File: config.mk
export PLATFORM = sky130hd
export DESIGN_NAME = cache_rd_arbiter
export DESIGN_NICKNAME = d
export VERILOG_FILES = /design/src/rtl/cache_rd_arbiter.sv
export SDC_FILE = /design/constraint.sdc
export NUM_CORES = 1
export LEC_CHECK = 0
export BUFFER_PORTS_ARGS = -buffer_cell sky130_fd_sc_hd__buf_2
export CORE_MARGIN = 3
export CORE_UTILIZATION = 30
export DETAILED_ROUTE_END_ITERATION = 7
export GPL_TIMING_DRIVEN = 1
export PLACE_DENSITY = 0.67
export SKIP_LAST_GASP = 1
export SYNTH_ARGS = -nofsm -noshare
export SYNTH_HDL_FRONTEND = slang
export SYNTH_SLANG_ARGS = --single-unit
export TNS_END_PERCENT = 30
File: constraint.sdc
create_clock -name aclk -period 3.6 [get_ports aclk]
set_input_delay 0 -clock aclk [delete_from_list [all_inputs] [get_ports aclk]]
set_output_delay 0 -clock aclk [all_outputs]
set_load 0.01 [all_outputs]
File: src/rtl/cache_rd_arbiter.sv
// Two-port read arbiter (icache I, dcache D) in front of the single AXI bridge read port.
// Optional round-robin grant via `RD_ARB_RR_EN; default build is fixed priority D > I.
module cache_rd_arbiter #(
  parameter int ADDR_W     = 32,
  parameter int DATA_W     = 32,
  parameter int LINE_BEATS = 4
) (
  input  logic              aclk,
  input  logic              areset,
  input  logic              i_rd_req,
  input  logic [2:0]        i_rd_type,
  input  logic [ADDR_W-1:0] i_rd_addr,
  output logic              i_rd_rdy,
  output logic              i_ret_valid,
  output logic              i_ret_last,
  output logic [DATA_W-1:0] i_ret_data,
  input  logic              d_rd_req,
  input  logic [2:0]        d_rd_type,
  input  logic [ADDR_W-1:0] d_rd_addr,
  output logic              d_rd_rdy,
  output logic              d_ret_valid,
  output logic              d_ret_last,
  output logic [DATA_W-1:0] d_ret_data,
  output logic              bus_rd_req,
  output logic [2:0]        bus_rd_type,
  output logic [ADDR_W-1:0] bus_rd_addr,
  input  logic              bus_rd_rdy,
  input  logic              bus_ret_valid,
  input  logic              bus_ret_last,
  input  logic [DATA_W-1:0] bus_ret_data,
  input  logic              err_clr,
  output logic              arb_err,
  output logic [1:0]        dbg_state
);

  // Handshakes: a request transfers when req & rdy are high in the same cycle;
  // bus request transfers on bus_rd_req & bus_rd_rdy; each bus_ret_valid cycle is one beat.

  localparam int CNT_W = $clog2(LINE_BEATS) + 1;

  typedef enum logic [1:0] {
    S_IDLE = 2'd0,
    S_REQ  = 2'd1,
    S_RESP = 2'd2
  } state_t;

  state_t             state;
  state_t             state_nxt;
  logic               grant_i;
  logic               grant_d;
  logic               accept;
  logic               in_resp;
  logic               beat;
  logic               err_set;
  logic               owner;       // 1 = D owns the outstanding transaction
  logic [2:0]         lat_type;
  logic [ADDR_W-1:0]  lat_addr;
  logic [CNT_W-1:0]   beat_cnt;
  logic [CNT_W-1:0]   exp_last;

`ifdef RD_ARB_RR_EN
  logic last_grant;  // 1 = D was granted most recently

  always_comb begin
    grant_d = d_rd_req & (~i_rd_req | ~last_grant);
    grant_i = i_rd_req & (~d_rd_req | last_grant);
  end

  always_ff @(posedge aclk) begin
    if (areset)      last_grant <= 1'b0;
    else if (accept) last_grant <= grant_d;
  end
`else
  always_comb begin
    grant_d = d_rd_req;
    grant_i = i_rd_req & ~d_rd_req;
  end
`endif

  assign i_rd_rdy = (state == S_IDLE) & ~areset & grant_i;
  assign d_rd_rdy = (state == S_IDLE) & ~areset & grant_d;
  assign accept   = (i_rd_req & i_rd_rdy) | (d_rd_req & d_rd_rdy);
  assign in_resp  = (state == S_RESP);
  assign beat     = in_resp & bus_ret_valid;
  assign exp_last = (lat_type == 3'b100) ? CNT_W'(LINE_BEATS - 1) : '0;

  // Early last, missing last, and any beat outside RESP are all protocol errors.
  assign err_set = (bus_ret_valid & ~in_resp)
                 | (beat &  bus_ret_last & (beat_cnt != exp_last))
                 | (beat & ~bus_ret_last & (beat_cnt == exp_last));

  always_ff @(posedge aclk) begin
    if (areset) state <= S_IDLE;
    else        state <= state_nxt;
  end

  always_comb begin
    state_nxt = state;
    case (state)
      S_IDLE:  if (accept)                        state_nxt = S_REQ;
      S_REQ:   if (bus_rd_rdy)                    state_nxt = S_RESP;
      S_RESP:  if (bus_ret_valid & bus_ret_last)  state_nxt = S_IDLE;
      default:                                    state_nxt = S_IDLE;
    endcase
  end

  always_ff @(posedge aclk) begin
    if (areset) begin
      owner    <= 1'b0;
      lat_type <= '0;
      lat_addr <= '0;
      beat_cnt <= '0;
      arb_err  <= 1'b0;
    end else begin
      if (accept) begin
        owner    <= grant_d;
        lat_type <= grant_d ? d_rd_type : i_rd_type;
        lat_addr <= grant_d ? d_rd_addr : i_rd_addr;
      end
      // Counter saturates so a runaway return after a missing last cannot wrap.
      if (bus_rd_req & bus_rd_rdy)
        beat_cnt <= '0;
      else if (beat && beat_cnt != {CNT_W{1'b1}})
        beat_cnt <= beat_cnt + 1'b1;
      if (err_set)      arb_err <= 1'b1;
      else if (err_clr) arb_err <= 1'b0;
    end
  end

  always_comb begin
    bus_rd_req  = (state == S_REQ);
    bus_rd_type = lat_type;
    bus_rd_addr = lat_addr;
    i_ret_valid = beat & ~owner;
    i_ret_last  = beat & ~owner & bus_ret_last;
    d_ret_valid = beat & owner;
    d_ret_last  = beat & owner & bus_ret_last;
    i_ret_data  = in_resp ? bus_ret_data : '0;
    d_ret_data  = in_resp ? bus_ret_data : '0;
    dbg_state   = state;
  end

endmodule

## Word-level counts from Yosys, hierarchy flattened

Index checks and enable logic that the tools add are counted.

| storage, ports and cells | value |
|---|---|
| word-level logic and storage cells | 57 |
| bits in registers | 42 |

| operators by class | value |
|---|---|
| bitwise gates (word level) | 26 |
| add/sub/neg operators | 1 |
| multiplexer cells | 10 |
| equal/unequal tests | 9 |
| reductions and logical operators | 5 |

Operator list:

| operator | count |
|---|---|
| 2-to-1 mux 32 bit | 2 |
| bitwise AND 1 bit | 18 |
| 2-to-1 mux 2 bit | 4 |
| case mux 2 bit (3 select lines) | 1 |
| inverter 1 bit | 5 |
| != test 2 x 1 -> 1 bit, second input constant | 2 |
| adder 3 x 1 -> 3 bit, second input constant | 1 |
| == test 3 x 2 -> 1 bit | 1 |
| == test 3 bit, second input constant | 1 |
| 2-to-1 mux 3 bit | 1 |
| != test 3 x 2 -> 1 bit | 1 |
| != test 3 bit, second input constant | 1 |
| OR 1 bit | 3 |
| AND reduction 3 bit | 1 |
| == test 2 x 1 -> 1 bit, second input constant | 1 |
| == test 2 bit, second input constant | 1 |
| logical NOT 2 bit | 1 |
| 2-to-1 mux 1 bit | 2 |
| != test 2 bit, second input constant | 1 |
| nonzero test 2 bit | 1 |
| OR reduction 2 bit | 1 |
| logical AND 1 bit | 1 |

## Depth between registers and ports, before layout

Gate-level depths: netlist (run 1).

| depth | value |
|---|---|
| depth in word-level cells | 7 |
| mapped depth | 5 |
| gate-level depth less buffers | 5 |

## Least setup slack after synthesis (run 1)

No wires, ideal clock.

| timing | value |
|---|---|
| path kind | flip-flop to output port |
| start point | register state[1], in the netlist dbg_state[1] |
| end point | output port i_ret_data[0] |
| arrival | 1446 ps |
| data required time | 3600 ps |
| cell stages (with the launch flop) | 6 |
| buffers on the path | 3 |
| slack | 2154 ps |
| path through | dfxtp_1 > buf_2 > nor2b_1 > clkbuf_1 > and2_1 > buf_4 |

| on the way | value |
|---|---|
| word-level cells in the longest chain between the ends | 2 |

Ends and longest elaborated chain:

| item | line | RTL |
|---|---|---|
| start: declaration | 47 | `state_t state;` |
| start signal: assignment | 94 | `else state <= state_nxt;` |
| == test 2 bit | 83 | `assign in_resp = (state == S_RESP);` |
| 2-to-1 mux 32 bit | -- |  |
| end: declaration | 16 | `output logic [DATA_W-1:0] i_ret_data,` |

No other way between the ends.

## Final worst setup path (run 1)

| timing | value |
|---|---|
| start point | register state[1], in the netlist dbg_state[1] |
| end point | output port d_ret_last |

| on the way | value |
|---|---|
| word-level cells in the longest chain between the ends | 4 |

Ends and longest elaborated chain:

| item | line | RTL |
|---|---|---|
| == test 2 bit | 83 |  |
| bitwise AND 1 bit | 84 | `assign beat = in_resp & bus_ret_valid;` |
| bitwise AND 1 bit (2 in a row) | 137 | `d_ret_last = beat & owner & bus_ret_last;` |
| end: declaration | 22 | `output logic d_ret_last,` |

No other way between the ends.

==> impl_summary.md, run 1 <==
Outcome
The run finished with clean final reports.

Synthesis
After synthesis, flip-flops and latches occupy between 30% and 40% of the total area. The number of synthesized flops with an enable pin is 0. When the netlist entered floorplanning its net count stood at just under 400. The most used flip-flop cell after synthesis is sky130_fd_sc_hd__dfxtp_1. The cell count after synthesis came out at ~270. The average instance in the mapped netlist occupies about 9 sq um.

The Yosys step of the flow raised 0 warnings. The distinct cell type count of the synthesized netlist is 28. The number of flip-flops and latches in the synthesized netlist is 42. The post-synthesis cell area is 0.00242 sq mm. Of all flip-flops after synthesis, the portion carrying an async set or reset was 0%.

Pwr
The power density normalized to cell area is between 300 and 400 mW/mm^2. VDD sags by at most 0.000199 V. The cell leakage power is around 1.9 nW.

Floorplan
In this run the horizontal extent of the chip is approximately 96 microns. The I/O pin count is between 200 and 250. The floorplan die area is approximately 0.009 sq mm. The effective utilization at floorplan is a little over 30%. The number of standard-cell rows in the floorplan is 32. The floorplan die height is roughly 96 microns.

The core box area is ~0.0078 sq mm.

Worst hold path
The count of cells along the worst hold path is 3. The worst hold path begins at i_rd_addr[9]. The classification of the worst-slack hold path is primary input to flip-flop.

Critical path
The critical path is of the flip-flop to output pin type. The most critical setup path has its startpoint at dbg_state[1]. On the worst path, the slowest cell contributes a delay of about 500 ps. At the worst endpoint, the required time is about 3600 ps.

In this run the worst setup path terminates at d_ret_last. Traced cell by cell, the critical path runs through nor2b_1 -> buf_4 -> and3_1 -> and2_1 -> buf_2. The type of element capturing the critical path is an output pin. For the worst setup path, the data arrival time is 1690 ps. The startpoint of the most critical register-to-register path is dbg_state[1]. In this run the critical register-to-register path is captured at arb_err.

The number of cells on the worst reg-to-reg path is 4. Counting both buffers and inverters, the worst setup path holds a total of 2. In this run the register-to-register setup slack is 2130 ps. On the critical path, the stage with the largest delay is an instance of sky130_fd_sc_hd__dfxtp_1. In this run the worst path has a maximum fanout of 36. The instance count on the critical path is 5. The kind of start point of the critical path is a flip-flop. The kind of cell adding the most delay to the critical path is simple AND/OR/NAND/NOR gates.

Layout
The fraction of layout instances using a drive strength above 1 is approximately 50%. Once layout is done, the placed cells without fillers occupy 0.00341 sq mm. The area overhead of the layout relative to synthesis is 41.3%. The layout has between 800 and 900 filler cells. The filler-free cell count of the finished design is 556. At the end of the flow, the number of nets in the layout was about 560. Summing all flip-flop and latch instances after layout gives 841 sq um. Summing all multi-input logic gate instances after layout gives around 0.0012 sq mm.

CTS
The clock passes through at most 2 buffers. The insertion delay to the later sink of the worst-skew pair is about 290 ps. The tree is rooted in a sky130_fd_sc_hd__clkbuf_8. The number of gates resized after CTS was 0.

The clock tree from TritonCTS is done. The H-tree was split into 2 levels. In this run the post-CTS setup repair buffer count came out at 0. The number of sinks driven by the clock tree is 42.

The clock transition time at the flip-flop clock pins of the worst setup and hold paths is roughly 80 ps. In this run, CTS created clock tree buffers numbering 5.

Place
The routability congestion estimate from global placement is ~0.69. The worst-case setup slack after placement is between 2000 and 2500 ps. The instance count after placement with tap cells included is around 550. The count of buffers added on input and output ports is around 220. The area after detailed placement is between 0.003 and 0.004 sq mm.

Summed over all nets, the half-perimeter wirelength after detailed placement is about 5700 microns.

Timing
Setup slack closes at 1910 ps. The tightest slew margin relative to the limit is 46.4%. The number of slew-limit violations in the final report is 0. The final period utilization is roughly 47%.

The maximum frequency from static timing analysis is 0.593 GHz. Across all hold checks on the routed design, the worst slack comes to ~38 ps. The worst path in the final design needs a cycle of approximately 1700 ps, including I/O delays and setup.

The hold violation total from the final report is 0. The measured slew at the worst slew-check pin is roughly 800 ps. The worst clock skew is 7.97 ps. Setup violations remaining at the end of the flow were counted as 0. Setup repair after global routing left no endpoint under its margin. For the final routed database, the setup TNS stands at 0 ps.

Global routing
The largest net degree at the start of global routing is 44. The number of global-route vias before repair came to roughly 2100. The total routing resource utilization after global routing is roughly 14%. The initial antenna violation count is 1. The first global-routing pass estimated between 10000 and 15000 microns of wire. The total global routing overflow is 0.

Routing
In this run the remaining antenna-violating nets after routing total 0. The post-detailed-route via-to-cell ratio is ~4.3. In this run, the number of DRC markers left after iteration 0 of detailed routing was between 50 and 60. The total wirelength of the detailed-routed design is 7100 microns. The remaining routing DRC violations is 0. The number of detailed-routing iterations run before antenna repair is 4. Detailed routing inserted a total of ~2400 vias.

After detailed routing, the average wire length per cell comes to ~13 microns.

Flow run
The number of max-capacitance violations reported is 0.
==> synthesized netlist by cell type (3+ instances only) <==
cell | n | share of area [%]
sky130_fd_sc_hd__dfxtp_1 | 42 | 35
sky130_fd_sc_hd__nor2_1 | 42 | 6.5
sky130_fd_sc_hd__mux2i_1 | 36 | 15
sky130_fd_sc_hd__a211oi_1 | 35 | 11
sky130_fd_sc_hd__and2_1 | 34 | 8.8
sky130_fd_sc_hd__buf_4 | 32 | 9.9
sky130_fd_sc_hd__clkbuf_1 | 9 | 1.4
sky130_fd_sc_hd__buf_2 | 7 | 1.4
sky130_fd_sc_hd__nand2_1 | 6 | 0.93
sky130_fd_sc_hd__a21oi_1 | 4 | 0.83
sky130_fd_sc_hd__buf_6 | 4 | 1.9
sky130_fd_sc_hd__nor2b_1 | 3 | 0.78
==> worst min-delay path by stage <==
stage | to | slack [ps]
finish | bus_rd_addr[9] | 40
global route | bus_rd_addr[9] | 30
CTS | arb_err | 20
detailed placement | i_ret_data[13] | 310
global placement | d_ret_data[2] | 310
floorplan | d_ret_last | 140
==> registers in the layout (all words and copies together), names as in the netlist <==
| name | cells |
|---|---|
| owner | 1 |
| bus_rd_addr | 32 |
| beat_cnt | 3 |
| dbg_state | 2 |
| arb_err | 1 |
| bus_rd_type | 3 |
==> per-layer routing <==
metal	wire length (microns)	GRT usage, %
met5	0	0
met2	3340	22.3
met1	3060	18.8
met4	70	3.91
met3	632	3.75
==> cells in the final DEF, fill, tap and decap left out, drive strengths merged, types with 2 or more instances in the layout <==
cell / count
buf: 222
nor2: 42
dfxtp: 42
mux2i: 36
a211oi: 35
and2: 34
nand2: 6
clkbuf: 5
a21oi: 4
nor2b: 3
nand3b: 2
nor4b: 2
o21ai: 2
ha: 2
clkinv: 2
==> report_power, final <==
| part | leakage, nW | total (mW) | internal [mW] | switching (mW) |
|---|---|---|---|---|
| registers | 0.347 | 0.528 | 0.506 | 0.0220 |
| logic | 1.54 | 0.296 | 0.143 | 0.153 |
| clock network | 0.0441 | 0.298 | 0.136 | 0.161 |
| total | 1.93 | 1.12 | 0.785 | 0.337 |
==> metrics by stage <==
| step | utilization (%) | power [mW] |
|---|---|---|
| global route | 44.0 | 1.21 |
| CTS | 43.9 | 1.15 |
| global placement | 42.6 | 0.834 |
| finish | 44.0 | 1.12 |
| floorplan | - | 0.717 |
| detailed placement | 42.6 | 0.840 |
==> tightest hold or removal path, delay by kind of cell <==
kind            cells  cell delay, ps
mux                 1             110
buf+inv             1              90
compound gates      1              80
==> logic make-up (layout without fill, tap and decap cells) <==
family          Yosys count  after routing  share of synthesized area, %
compound gates           43             43                          12.8
flops                    42             42                          34.8
simple gates             97             97                          21.3
fa+ha+maj                 2              2                          1.04
mux                      36             36                          14.9
buf+inv                  53            232                          14.8
other cells               0              1                             0
xor+xnor                  1              1                         0.362
==> area by class of cell <==
class                   count  share of cell area [%]
flip-flops and latches     42                    24.6
inverters                   1                   0.110
clock buffers               5                    2.02
diodes                      1                  0.0733
well taps                 102                    3.74
repair buffers            223                    33.1
clock inverters             3                   0.623
multi-input cells         179                    35.7
==> repair_timing <==
| action | CTS | global route |
|---|---|---|
| hold endpoints to repair | 1 | 0 |
| setup endpoints to repair | 0 | 0 |
| hold buffers | 1 | 0 |
(Power assumes the default switching activity.)
==> run 2, diff against run 1 <==
--- a/config.mk
+++ b/config.mk
@@ -5,12 +5,13 @@
 export SDC_FILE = /design/constraint.sdc
 export NUM_CORES = 1
 export LEC_CHECK = 0
+export ABC_AREA = 1
 export BUFFER_PORTS_ARGS = -buffer_cell sky130_fd_sc_hd__buf_2
 export CORE_MARGIN = 3
 export CORE_UTILIZATION = 30
 export DETAILED_ROUTE_END_ITERATION = 7
 export GPL_TIMING_DRIVEN = 1
-export PLACE_DENSITY = 0.67
+export PLACE_DENSITY = 0.66
 export SKIP_LAST_GASP = 1
 export SYNTH_ARGS = -nofsm -noshare
 export SYNTH_HDL_FRONTEND = slang
==> constraint.sdc (replaced) <==
create_clock -name aclk -period 1.6 [get_ports aclk]
set_input_delay 0 -clock aclk [delete_from_list [all_inputs] [get_ports aclk]]
set_output_delay 0 -clock aclk [all_outputs]
set_load 0.01 [all_outputs]
==> run 2 against run 1 <==
Power increased by 150%. Combinational power increased to 2.5 times the previous value. Design area increased by 7.2%. Worst setup slack got worse by 1800 ps. First-iteration DRC count decreased by 16%. Critical path type is now primary input to flip-flop. Critical path depth increased by 4. Area after synthesis increased by 5.7%.
==> impl_summary.md, run 2 <==
Routing
The number of detailed-routing iterations run before antenna repair is 4. The mean routed wirelength per cell is about 13 microns. The overall via count from detail_route is approximately 2800. After detailed routing, the number of vias per cell comes to ~4.4.

In this run the remaining antenna-violating nets after routing total 0. The total wirelength of the detailed-routed design is approximately 8400 microns. The detailed router finished its first iteration with 48 violations.

The remaining routing DRC violations is 0.

Place
The area after detailed placement is roughly 0.0035 sq mm. The worst-case setup slack after placement is -266 ps. During placement, the flow inserted port buffers numbering around 220. The placed wire-length estimate after detailed placement is approximately 6700 microns. The routability congestion estimate from global placement is around 0.9. After detailed placement, the design holds a cell count of approximately 640.

Critical path
The data arrival time of the critical path is between 1500 and 2000 ps. Traced cell by cell, the critical path runs through dlygate4sd3_1 -> buf_2 -> nor3_2 -> nand2_1 -> nor2_4 -> nor2_4 -> buf_4 -> o21ai_0 -> nor2_1. Along the worst path, the maximum fanout reaches 17. Among all stages on the critical path, the largest delay is contributed by sky130_fd_sc_hd__dlygate4sd3_1.

The cell occurring most often along the worst timing path is sky130_fd_sc_hd__nor2_4. STA classifies the critical path endpoint as a flip-flop. Data on the critical path is required at its endpoint by ~1800 ps. The critical path in this run is classified as primary input to flip-flop. On the worst path, the slowest cell contributes a delay of 540 ps. The kind of start point of the critical path is a primary input.

Pwr
Power spread over the standard cell area amounts to 753 mW/mm^2. For this design the static power due to leakage is about 2.2 nW. The maximum resistive drop on vdd is ~0.00033 V. The final total power is approximately 2.8 mW.

Synthesis
The library cell with the highest instance count after synthesis is sky130_fd_sc_hd__nor2_1. Ranked by instance count, the synthesized netlist is headed by 111 x sky130_fd_sc_hd__nor2_1, 45 x sky130_fd_sc_hd__inv_1, 42 x sky130_fd_sc_hd__dfxtp_1, 38 x sky130_fd_sc_hd__o21ai_0, 35 x sky130_fd_sc_hd__mux2_2. The synthesized design contains 0 enable-type register cells. The sequential element share of the synthesized area is 32.9%. The post-synthesis cell area is about 0.0026 sq mm. The mean post-synth cell area is a little over 7 sq um. The proportion of netlist area held by the largest area contributor is ~33%.

The most used flip-flop cell after synthesis is sky130_fd_sc_hd__dfxtp_1. Ranked by total cell area, the synthesized netlist is headed by sky130_fd_sc_hd__dfxtp_1 33%, sky130_fd_sc_hd__nor2_1 16%, sky130_fd_sc_hd__mux2_2 15%, sky130_fd_sc_hd__buf_4 9.7%, sky130_fd_sc_hd__o21ai_0 7.4%. Counting every instance in the synthesized netlist gives roughly 360.

For this run, the number of Yosys warnings is 0. Counting every net in the synthesized netlist gives 470. Synthesis instantiated 24 different standard cells from the library. Of all flip-flops after synthesis, the portion carrying an async set or reset was 0%. The top cell type by total area after synthesis is sky130_fd_sc_hd__dfxtp_1.

The number of flip-flops and latches in the synthesized netlist is 42.

Layout
The leading cell type in the layout, fill and taps excluded is sky130_fd_sc_hd__buf_2. The register with the most flip-flops in the layout has 32 of them. Relative to the synthesized area, the layout overhead comes to 43.2%. The post-route netlist has 52.9% of its cells at a drive strength greater than 1.

The finished layout holds approximately 650 standard cells, fillers aside. The finished cells cover 0.00366 sq mm. The fraction of the core area covered by cells at the end of the flow is roughly 44%. In the final design database the tool counted 654 nets. The top cell types in the final layout, fill and taps aside, are 218 x sky130_fd_sc_hd__buf_2, 98 x sky130_fd_sc_hd__nor2_1, 45 x sky130_fd_sc_hd__inv_1.

CTS
Counting the buffers created by CTS gives 5. Clock latency on the worst-skew pair, taken at its later pin, is between 200 and 300 ps. The clock transition time at the flip-flop clock pins of the worst setup and hold paths is 80 ps. TritonCTS built the clock tree.

The maximum buffer depth of the clock tree is 2. The clock tree root driver cell is sky130_fd_sc_hd__clkbuf_8. The number of sinks driven by the clock tree is 42. The H-tree was split into 2 levels.

Global routing
In the global route stage, overall resource usage came out at about 16%. The global-route wire length before repair is 12800 microns. Entering global routing, the biggest net connects 37 pins. The number of global-route vias before repair came to 2637. The initial antenna violation count is 1. The total global routing overflow is 0.

Timing
The number of slew-limit violations in the final report is 0. For the final routed database, the setup TNS stands at 0 ps. Setup repair after global routing could not meet its margin everywhere. After layout, the worst path uses between 90% and 100% of the clock period.

Between clock sinks in the finished design, the worst skew comes to slightly above 3 ps. Setup violations remaining at the end of the flow were counted as 0. The setup slack of the critical path after layout is between 70 and 80 ps.

Hold is met by 21.2 ps. The measured slew at the worst slew-check pin is between 400 and 500 ps. The tightest slew margin relative to the limit is 71.2%. The maximum frequency from static timing analysis is between 0.6 and 0.7 GHz. The worst path in the final design needs a cycle of about 1500 ps, including I/O delays and setup. The hold violation total from the final report was 0.

Floorplan
The I/O pin count is ~220. The floorplan die height is 98.3 microns. The initial utilization of the core area, before any placement, comes to a little under a third. The number of standard-cell rows in the floorplan is 33. The floorplan step defined a die boundary enclosing 0.00966 sq mm. The die outline width is between 90 and 100 microns. The core box area is 0.00826 sq mm.

Outcome
The run finished with clean final reports.

Worst hold path
The classification of the worst-slack hold path is primary input to flip-flop.

Flow run
The number of max-capacitance violations reported is 0.
-- run 2: changes by cell type in the layout (fill, tap and decap cells not counted), sizes merged, moves of 34 or more --
cell,before,now
inv,1,47
a211oi,35,0
and2,34,0
o21ai,2,38
nor2,42,116
mux2i,36,0
mux2,0,35
-- run 2: logic make-up (layout without fill, tap and decap cells) --
logic type	after synthesis	in the layout	share of synthesized area, %
adder cells (fa/ha/maj)	2	2	0.979
multiplexers	35	35	15.4
AND/OR/NAND/NOR	142	143	22.5
flip-flops	42	42	32.9
AO/OA/AOI/OAI	41	41	8.03
buffers and inverters	96	280	20.2
other	0	1	0
-- run 2: path summary, 6_finish.rpt --
check / start / cells past startpoint / endpoint / slack (ps)
min reg2reg: bus_rd_addr[18] / 2 / bus_rd_addr[18] / 480
max: areset / 9 / bus_rd_addr[15] / 70
max reg2reg: dbg_state[0] / 7 / bus_rd_addr[15] / 80
min: bus_rd_rdy / 3 / dbg_state[1] / 20
-- run 2: timing repair --
action                     4_1_cts  5_1_grt
setup buffers                    1        0
hold endpoints to repair         1        0
hold buffers                     1        0
cloned                           1        0
setup endpoints to repair       42       81
pin swaps                        1        0
resized for setup                0       17
-- run 2: layout make-up --
class,count,area [sq um]
antenna,1,2.50
clock buffer,7,76.3
clock inverter,1,30.0
fill,877,4600
inverter,47,179
timing repair buffer,225,1150
tap,105,131
multi-input combinational,221,1250
sequential,42,841
-- run 2: worst max-delay path, delay by kind of cell --
family          cells  cell delay, ps
simple gates        5             630
buf+inv             3             880
compound gates      1             190
-- run 2: routing by layer --
metal  track usage (%)  part of all wire (%)  vias up
met3              3.57                   7.9        8
met4              5.15                   2.0        0
met5                 0                     0        -
met1              17.8                    38     1245
li1                  -                     -     1450
met2              30.5                    52      130
-- run 2: report_power, final --
part	internal [mW]	switching [mW]	total, mW
Clock	0.467	0.347	0.814
Sequential	1.14	0.0535	1.20
Combinational	0.347	0.398	0.746
==> run 3, diff against run 2 <==
--- a/config.mk
+++ b/config.mk
@@ -6,12 +6,11 @@
 export NUM_CORES = 1
 export LEC_CHECK = 0
 export ABC_AREA = 1
-export BUFFER_PORTS_ARGS = -buffer_cell sky130_fd_sc_hd__buf_2
 export CORE_MARGIN = 3
 export CORE_UTILIZATION = 30
 export DETAILED_ROUTE_END_ITERATION = 7
+export DONT_BUFFER_PORTS = 1
 export GPL_TIMING_DRIVEN = 1
-export PLACE_DENSITY = 0.66
 export SKIP_LAST_GASP = 1
 export SYNTH_ARGS = -nofsm -noshare
 export SYNTH_HDL_FRONTEND = slang
==> run 3 against run 2 <==
First-iteration DRC count grew 42%. Largest power group unchanged. Via count shrank 21%. Utilization shrank 7.4 points. Non-clock buffer count shrank 161.
==> impl_summary.md, run 3 (same netlist as run 2, synthesis figures left out) <==
Timing
At the pin with the least slew margin, the transition time is between 600 and 700 ps. The clock arrives with a little over 8 ps of skew. The number of slew-limit violations in the final report is 0. In this run the tightest slew margin relative to its limit is a little over half. After layout, the worst setup slack is 90.5 ps. The final number of setup-violating endpoints is 0.

Setup repair after global routing could not meet its margin everywhere. The final critical path takes up between 90% and 100% of the cycle. The post-layout minimum cycle time is 1510 ps. After routing, the total negative slack on setup checks comes to 0 ps.

The hold violation total from the final report is 0. The maximum frequency from static timing analysis is between 0.6 and 0.7 GHz.

Place
The placed wire-length estimate after detailed placement is 5980 microns. The congestion estimate from routability-driven global placement came to about 0.78. The placed instances occupy a cell area of between 0.002 and 0.003 sq mm. Input and output buffers added on the ports amount to 0. The worst-case setup slack after placement is -101 ps.

Worst hold path
The path class of the tightest hold or removal check is primary input to flip-flop. The startpoint identified for the worst hold timing path is i_rd_addr[2].

Layout
The area growth from synthesis to layout is 19.4%. The leading cell type in the layout, fill and taps excluded is sky130_fd_sc_hd__nor2_1. The multi-input logic area is 0.00126 sq mm. The register with the most flip-flops in the layout has 32 of them. The area of all placed cells without fillers is 0.00305 sq mm.

The fraction of layout instances using a drive strength above 1 is about a third. 0 antenna diodes ended up in the layout. After the last flow step, the layout net total stands at roughly 490. Fill cells in the final layout number ~860. In the layout the commonest cells are 95 x sky130_fd_sc_hd__nor2_1, 55 x sky130_fd_sc_hd__buf_4, 45 x sky130_fd_sc_hd__inv_1.

The sequential cells in the finished layout cover a total of ~840 sq um.

Routing
The overall via count from detail_route is ~2200. The remaining routing DRC violations is 0. The number of detailed-routing iterations run before antenna repair is 4. The violation count after the first detailed-route iteration is 68. After detailed routing, the number of vias per cell comes to 4.63. The number of routed nets with antenna violations is 0. Dividing the detail-routed wire length by the instance count gives approximately 16 microns. The total wirelength of the detailed-routed design is 7720 microns.

Critical path
The number of buffer and inverter stages on the critical path is 5. The data arrival time of the critical path is about 1500 ps. Of all nets on the critical path, the largest fanout is 33.

The most critical setup path has its startpoint at dbg_state[1]. In this run the critical register-to-register path is launched from dbg_state[1]. At the worst endpoint, the required time is 1600 ps. The library cell contributing the largest single delay on the critical path is sky130_fd_sc_hd__dfxtp_1. The worst setup path is captured at an output pin. The critical path goes through buf_4 -> inv_1 -> nor2_4 -> inv_1 -> buf_8 -> nor2_2 -> buf_4. Grouping stages by cell kind, the critical path spends the most delay in buffers and inverters. The critical path is of the flip-flop to output pin type. The kind of start point of the critical path is a flip-flop. The largest single stage delay on the critical path is between 300 and 400 ps.

Floorplan
The die outline width is between 90 and 100 microns. The die is between 90 and 100 microns tall. The floorplan step defined a die boundary enclosing ~0.0097 sq mm. In this run the core area contains 33 standard-cell rows. For this configuration, the core starts out at a cell density of between 30% and 40%. The region available for standard cell placement spans a little over 0.008 sq mm. For this design the top-level I/O count stands at around 220.

Pwr
The power density normalized to cell area is about 860 mW/mm^2. The cell leakage power is 1.48 nW. IR analysis of the VDD net gives a maximum drop of 0.000481 V.

CTS
The clock tree from TritonCTS is done. The number of sinks driven by the clock tree is 42. The insertion delay to the later sink of the worst-skew pair is roughly 280 ps.

The TritonCTS buffer count is 5. The clock passes through at most 2 buffers. The clock transition time at the flip-flop clock pins of the worst setup and hold paths is roughly 80 ps. The H-tree was split into 2 levels. The clock tree root driver cell is sky130_fd_sc_hd__clkbuf_8.

Global routing
Entering global routing, the biggest net connects 38 pins. The total global routing overflow is 0. The total routing resource utilization after global routing is between 10 and 15%. The number of global-route vias before repair is ~2100.

The global-route wire length before repair is 11400 microns. The initial antenna violation count is 0.

Flow run
The number of max-capacitance violations reported is 0.

Outcome
The run finished with clean final reports.
-- run 3: cell types whose count changed in the layout (fill, tap and decap cells not counted), sizes merged --
| cell | delta |
|---|---|
| buf | -166 |
| dlygate4sd3 | +5 |
| clkbuf | -1 |
| diode | -1 |
-- run 3: per-stage QoR --
stage / power, mW / std cells / utilization [%] / hold WS (ps)
2_1_floorplan: 1.65 / 358 / - / 69.1
3_3_place_gp: 1.75 / 470 / 33.8 / 86.0
3_5_place_dp: 1.76 / 470 / 33.8 / 84.3
4_1_cts: 2.63 / 484 / 36.0 / 0.732
5_1_grt: 2.75 / 486 / 37.0 / 15.8
6_report: 2.61 / 486 / 37.0 / 10.0
-- run 3: path summary, 6_finish.rpt --
| path | end | slack [ps] | depth (start not counted) |
|---|---|---|---|
| min | bus_rd_addr[2] | 10 | 3 |
| max reg2reg | bus_rd_type[0] | 130 | 6 |
| min reg2reg | beat_cnt[2] | 500 | 2 |
| max | i_ret_data[27] | 90 | 7 |
-- run 3: worst min-delay path: cells and delay by family --
family | cells | cell delay (ps)
compound gates | 1 | 70
mux | 1 | 110
simple gates | 1 | 70
-- run 3: final cells by class --
cell class | count | area share (%)
Clock buffer | 6 | 2.71
Multi-Input combinational cell | 221 | 41.3
Inverter | 47 | 5.86
Timing Repair Buffer | 64 | 17.3
Sequential cell | 42 | 27.6
Clock inverter | 1 | 0.984
Tap cell | 105 | 4.31
-- run 3: power by group --
group | internal [mW] | switching (mW)
Combinational | 0.238 | 0.275
Clock | 0.499 | 0.341
Sequential | 1.14 | 0.116
Total | 1.88 | 0.733
-- run 3: metal layers --
layer  track usage (%)  up-vias  wire, microns
met1              16.0      969           2760
li1                  -     1123              -
met5                 0        -              0
met4              3.57        0             55
met3              5.36        4            881
met2              27.7      152           4020
-- run 3: what timing repair did --
| item | 4_1_cts | 5_1_grt |
|---|---|---|
| buffers inserted | 0 | 2 |
| pin swaps | 1 | 1 |
| gates cloned | 1 | 0 |
| endpoints found under the hold margin | 5 | 0 |
| setup endpoints to repair | 46 | 100 |
| hold buffers | 6 | 0 |
| gates resized for setup | 1 | 21 |
